===== config.mk =====
export PLATFORM = sky130hd
export DESIGN_NAME = alu_unit
export DESIGN_NICKNAME = d
export VERILOG_FILES = /design/src/rtl/alu_unit.sv
export SDC_FILE = /design/constraint.sdc
export NUM_CORES = 1
export LEC_CHECK = 0
export ABC_AREA = 0
export BUFFER_PORTS_ARGS = -buffer_cell sky130_fd_sc_hd__buf_2
export CAP_MARGIN = 20
export CORE_MARGIN = 5
export CORE_UTILIZATION = 32
export CTS_BUF_LIST = sky130_fd_sc_hd__clkbuf_8
export CTS_CLUSTER_SIZE = 24
export DETAILED_ROUTE_END_ITERATION = 10
export PLACE_DENSITY = 0.59
export SYNTH_ARGS = -nofsm -noshare
export SYNTH_HDL_FRONTEND = slang
export SYNTH_SLANG_ARGS = --single-unit

===== constraint.sdc =====
create_clock -name clk -period 1 [get_ports clk]
set_clock_uncertainty 0.05 [all_clocks]
set_input_delay 0.1 -clock clk [delete_from_list [all_inputs] [get_ports clk]]
set_output_delay 0.1 -clock clk [all_outputs]
set_load 0.02 [all_outputs]

===== src/rtl/alu_unit.sv =====
// 8-bit ALU with a single registered result/flag stage.
// F = {N, C, Z}; 16 operations selected by OP, one accepted per cycle.
module alu_unit (
  input  logic       clk,
  input  logic       rst_n,
  input  logic [7:0] A,
  input  logic [7:0] B,
  input  logic [3:0] OP,
  output logic [7:0] R,
  output logic [2:0] F
);

  typedef enum logic [3:0] {
    OpAdd  = 4'b0000,
    OpSub  = 4'b0001,
    OpShl  = 4'b0010,
    OpShr  = 4'b0011,
    OpAnd  = 4'b0100,
    OpOr   = 4'b0101,
    OpXor  = 4'b0110,
    OpNot  = 4'b0111,
    OpInc  = 4'b1000,
    OpDec  = 4'b1001,
    OpRol  = 4'b1010,
    OpRor  = 4'b1011,
    OpAsr  = 4'b1100,
    OpPass = 4'b1101,
    OpNand = 4'b1110,
    OpCmp  = 4'b1111
  } op_e;

  op_e        op;
  logic [2:0] shamt;
  logic       shamt_nz;

  logic [8:0] sum;
  logic [8:0] diff;
  logic [8:0] inc;
  logic [8:0] dec;
  logic [8:0] shl_full;
  logic [8:0] shr_full;
  logic signed [8:0] asr_full;
  logic [7:0] rol;
  logic [7:0] ror;

  logic [7:0] res_d;
  logic       c_d;
  logic       z_d;
  logic       n_d;

  assign op       = op_e'(OP);
  assign shamt    = B[2:0];
  assign shamt_nz = (shamt != 3'd0);

  // Ninth bit of each 9-bit result is the carry/borrow out.
  assign sum  = {1'b0, A} + {1'b0, B};
  assign diff = {1'b0, A} - {1'b0, B};
  assign inc  = {1'b0, A} + 9'd1;
  assign dec  = {1'b0, A} - 9'd1;

  // Extra bit on the outgoing side catches the last bit shifted out.
  assign shl_full = {1'b0, A} << shamt;
  assign shr_full = {A, 1'b0} >> shamt;
  assign asr_full = $signed({A, 1'b0}) >>> shamt;

  always_comb begin
    rol = '0;
    ror = '0;
    for (int i = 0; i < 8; i++) begin
      rol[i] = A[3'(i) - shamt];
      ror[i] = A[3'(i) + shamt];
    end
  end

  always_comb begin
    res_d = '0;
    c_d   = 1'b0;
    unique case (op)
      OpAdd:  begin res_d = sum[7:0];      c_d = sum[8];  end
      OpSub:  begin res_d = diff[7:0];     c_d = diff[8]; end
      OpShl:  begin res_d = shl_full[7:0]; c_d = shl_full[8]; end
      OpShr:  begin res_d = shr_full[8:1]; c_d = shr_full[0]; end
      OpAnd:  res_d = A & B;
      OpOr:   res_d = A | B;
      OpXor:  res_d = A ^ B;
      OpNot:  res_d = ~A;
      OpInc:  begin res_d = inc[7:0];      c_d = inc[8];  end
      OpDec:  begin res_d = dec[7:0];      c_d = dec[8];  end
      // Rotate carry is the bit that wrapped last: it lands in R[0] or R[7].
      OpRol:  begin res_d = rol;           c_d = shamt_nz & rol[0]; end
      OpRor:  begin res_d = ror;           c_d = shamt_nz & ror[7]; end
      OpAsr:  begin res_d = asr_full[8:1]; c_d = asr_full[0]; end
      OpPass: res_d = B;
      OpNand: res_d = ~(A & B);
      OpCmp:  begin res_d = A;             c_d = diff[8]; end
      default: begin
        res_d = '0;
        c_d   = 1'b0;
      end
    endcase
  end

  always_comb begin
    z_d = (res_d == 8'h00);
    n_d = res_d[7];
    if (op == OpCmp) begin
      z_d = (diff[7:0] == 8'h00);
      n_d = diff[7];
    end
  end

  always_ff @(posedge clk or negedge rst_n) begin
    if (!rst_n) begin
      R <= 8'h00;
      F <= 3'b000;
    end else begin
      R <= res_d;
      F <= {n_d, c_d, z_d};
    end
  end

endmodule


=== Word level (Yosys, flattened, before mapping) ===
Index checks and enable logic that the tools add are counted.

* Bits in registers: 11
* Output and inout bits: 11

* Add/subtract/negate cells: 19
* Magnitude comparators: 16
* Equality and inequality tests: 15
* Shifts and indexed selects: 3
* Multiplexer cells: 36
* Bitwise gates (word level): 7
* Reductions and logical operators: 5

{| class="wikitable"
|+ Operators by type and width
! operator !! number
|-
| 8-bit case mux with 16 select lines || 1
|-
| 3-bit by 4-bit < comparator with 1-bit output (second input constant) || 16
|-
| 1-bit binary-select mux with 3-bit select || 16
|-
| 4-bit == test (second input constant) || 8
|-
| 1-bit two-way mux || 18
|-
| 4-bit by 3-bit == test with 1-bit output (second input constant) || 4
|-
| 8-bit logical NOT || 2
|-
| 8-bit NOT || 2
|-
| 3-bit adder (first input constant) || 4
|-
| 3-bit subtractor (first input constant) || 4
|-
| 8-bit by 1-bit adder with 9-bit output (second input constant) || 1
|-
| 8-bit by 8-bit adder with 9-bit output || 1
|-
| 1-bit case mux with 9 select lines || 1
|-
| 8-bit by 3-bit left shift with 9-bit output || 1
|-
| 9-bit by 3-bit >> shifter with 9-bit output || 1
|-
| 9-bit by 3-bit >>> shifter with 9-bit output || 1
|-
| 8-bit by 1-bit subtractor with 9-bit output (second input constant) || 1
|-
| 8-bit by 8-bit subtractor with 9-bit output || 1
|-
| 8-bit AND || 1
|-
| 4-bit by 2-bit == test with 1-bit output (second input constant) || 2
|-
| 8-bit bitwise OR || 1
|-
| 8-bit XOR || 1
|-
| 2-bit by 3-bit adder with 3-bit output (first input constant) || 2
|-
| 1-bit by 3-bit subtractor with 3-bit output (first input constant) || 2
|-
| 7 further kinds || 9
|}

=== Longest topological paths before layout ===
* Depth after elaboration: 6
* Mapped depth: 13
* Mapped depth without buffers: 11

=== Worst setup path after synthesis ===
No wires, ideal clock.

* Path type: input port to flip-flop
* From: input port B[0]
* To: register F[0]
* Arrival: 2.775 ns
* Data required time: 0.874 ns
* Path slack: -1.901 ns
* Cell stages on the path: 12
* Cells stage by stage: buf_6 > buf_12 > clkinv_1 > ha_1 > ha_1 > mux4_2 > mux2i_1 > nor2_1 > or4_1 > o21ai_0 > nand4_1 > o21ai_1

* Longest elaborated chain between the ends: 6

{| class="wikitable"
|+ Ends and longest elaborated chain
! item !! RTL line !! text
|-
| from (decl) || 7 || <nowiki>input logic [7:0] B,</nowiki>
|-
| 1-bit by 3-bit subtractor with 3-bit output, or another cell as far along || 70 || <nowiki>rol[i] = A[3'(i) - shamt];</nowiki>
|-
| 1-bit binary-select mux with 3-bit select, on equally long branches || 70, 71 ||
|-
| 1-bit two-way mux, on equally long branches || 70, 71 ||
|-
| 8-bit case mux with 16 select lines || 78 || <nowiki>unique case (op)</nowiki>
|-
| 8-bit logical NOT || 104 || <nowiki>z_d = (res_d == 8'h00);</nowiki>
|-
| 1-bit two-way mux (*) || 106 || <nowiki>if (op == OpCmp) begin</nowiki>
|-
| net z_d || 48 || <nowiki>logic z_d;</nowiki>
|-
| to (signal assigned) || 118 || <nowiki>F <= {n_d, c_d, z_d};</nowiki>
|-
| to (decl) || 10 || <nowiki>output logic [2:0] F</nowiki>
|}

The timed path passes the listed nets; every way through them passes the cells marked *. The select of a mux whose other input is x is not followed.

=== Worst setup path in the final report ===
Ends and elaborated chain as after synthesis.

==> run_results.csv <==
group,metric,value,unit
status,status,"finished with violations",
status,failed_checks,"negative setup slack",
final_layout,final_cell_area,0.00640,mm^2
placement,globalplace.congestion,0.955,
timing,rsz0062_at_grt,"yes",
global_routing,grt_use_met3,0.0223,
final_layout,syn_to_final_growth,68.0,%
floorplan,fp.dieW,119,um
final_layout,finalNetCount,771,
setup_path,worstPathCellList,"buf_12 > buf_12 > buf_12 > mux2_4 > buf_4 > a311oi_1 > o2111ai_1 > nand4bb_4 > a2111oi_4 > nand4_1 > o21ai_2",
cts,root_buffer,"clkbuf_8",
global_routing,grt_pass1_wl,27.5,mm
setup_path,critical_path_depth,11,
timing,period_share,2.38,
setup_path,criticalPathCategory,"in -> reg",
global_routing,overflow,0,
placement,placed_cell_area,0.00556,mm^2
logic_synthesis,synth-seq-area-share,0.0722,
route,drt_iter0_markers,631,
floorplan,die_h,119,um
logic_synthesis,syn_inst,498,
placement,hpwl,13.8,mm
floorplan,core-area,0.0116,mm^2
cts,cts.clk_slew.worst_paths,0.05,ns
setup_path,path_buf_inv,4,
placement,place_ws,-1.89,ns
setup_path,cp.arrival,2.48,ns
global_routing,grt_pass1_vias,4972,
logic_synthesis,syn_avg_cell_area,7.65,um^2
setup_path,startpoint_type,"input pin",
setup_path,cp_slowest_cell,"a2111oi_4",
logic_synthesis,yosys.cell_types.count,75,
timing,worst_slack,-1.38,ns
final_layout,final_common_cell,"buf_4",
hold_path,hold_path_class,"in -> async",
floorplan,ioPinCount,33,
final_layout,layout_common_cells,"buf_4, nor2_1, nand2_1",
power,power.leakage,2.84,nW
cts,clk_path_buf_depth,2,
route,vias,5000,
global_routing,grt_usage,0.240,
setup_path,crit_fanout,5,
route,wire_per_inst,20.5,um
setup_path,critical_path.top_delay_family,"compound AO/OA/AOI/OAI gates",
route,drc,0,
logic_synthesis,ys_warn_count,0,
power,cellPowerDensity,691,mW/mm^2
power,finalPower,4.42,mW
global_routing,grt_start_max_net_pins,23,
cts,cts_tree,"done",
timing,max_freq,0.421,GHz
power,ir_drop,0.449,mV
route,dr.pass1.iters,5,
timing,tightest_slew,0.570,ns
global_routing,grt-busiest-layer,"met2",
logic_synthesis,ys_ff_latch,11,
global_routing,met2_usage,0.399,
final_layout,drive_gt1_frac,0.507,
placement,io_buffers,32,
logic_synthesis,syn_nets,552,
floorplan,initial_core_util,0.330,
setup_path,crit_top_cell,"buf_12",
cts,cts_buffers,3,
timing,hold_viol_final,0,
setup_path,endpoint_kind,"flop",
setup_path,critPathRequiredTime,1.10,ns
floorplan,dieArea,0.0142,mm^2
global_routing,met1_usage,0.324,
cts,clock-sinks,11,
floorplan,rows,39,
logic_synthesis,synth-edff-count,0,
logic_synthesis,ys_async_sr_fraction,1.00,
setup_path,slowest_delay,0.37,ns
cts,h-tree-depth,1,
route,ant_nets,0,
timing,setup_viol,11,
timing,slew_headroom,0.615,
timing,min_period,2.38,ns
route,drt-total-wl,17.6,mm
global_routing,grt_antenna_before_repair,0,
route,routed_via_density,5.82,
logic_synthesis,syn_area,0.00381,mm^2
final_layout,diodes,0,
logic_synthesis,synth_ff_type,"dfrtp_1",
timing,maxSlewViolCount,0,
job,maxCapViolations,0,
worst paths after layout:
kind                       slack, ns  endpoint  startpoint
min                             0.20      R[0]       rst_n
max in group asynchronous       0.51      R[7]       rst_n
max                            -1.38      F[0]        B[0]
min in group clk                0.31      R[7]       OP[2]
synth_stat cells (all sizes together), types with 11 or more instances:
cell type | n | area, um^2
mux4 | 14 | 327
dfrtp | 11 | 275
nor2 | 47 | 176
a21oi | 27 | 135
xnor2 | 21 | 184
nand3 | 11 | 55.1
buf | 31 | 188
nand2 | 31 | 116
ha | 30 | 375
o21ai | 25 | 125
inv | 27 | 101
mux2i | 27 | 270
nor3 | 16 | 80.1
layer usage:
layer / vias to the layer above / routed length (um)
met1: 2374 / 7430
met3: 53 / 1330
met4: 0 / 752
met5: - / 0
li1: 2310 / -
met2: 263 / 8090
cell type report:
class,instances,area (um^2)
fill,1043,5160
multi-input combinational,418,3730
tap,143,179
inverter,29,140
timing repair buffer,254,2030
clock inverter,1,3.75
sequential,11,275
clock buffer,3,41.3
power breakdown:
part,total [mW],internal [mW],switching (mW)
Combinational,3.48,1.77,1.71
Clock,0.411,0.267,0.144
Sequential,0.529,0.516,0.0133
registers in the layout (all words and copies together), names as in the netlist:
signal / flops
F: 3
R: 8
stage by stage:
| stage | util | hold slack, ns | setup TNS [ns] | cells |
|---|---|---|---|---|
| 2_1_floorplan | - | -0.246 | -11.35 | 498 |
| 3_3_place_gp | 0.481 | -0.0854 | -15.68 | 829 |
| 3_5_place_dp | 0.481 | -0.0805 | -16.16 | 829 |
| 4_1_cts | 0.523 | 0.205 | -11.47 | 849 |
| 5_1_grt | 0.554 | 0.215 | -12.74 | 859 |
| 6_report | 0.554 | 0.204 | -11.99 | 859 |
cells by family (layout without fill, tap and decap cells):
group,count (synthesis),after routing,share of synthesized area
DFF,11,11,0.0722
xor gates and xnor gates,23,23,0.0529
AOI/OAI and AO/OA,122,122,0.223
adders and majority gates,32,32,0.109
and+or+nand+nor,190,190,0.267
buffers and inverters,69,287,0.0870
muxes,51,51,0.189
what timing repair did:
action                     CTS  global route
pin swaps                   24            26
gates resized for setup     70            58
hold endpoints to repair    11             0
hold buffers                 1             0
setup buffers               17            13
setup endpoints to repair   11            11
cloned                       1             0
No activity file was read; power rests on OpenSTA's default activity.
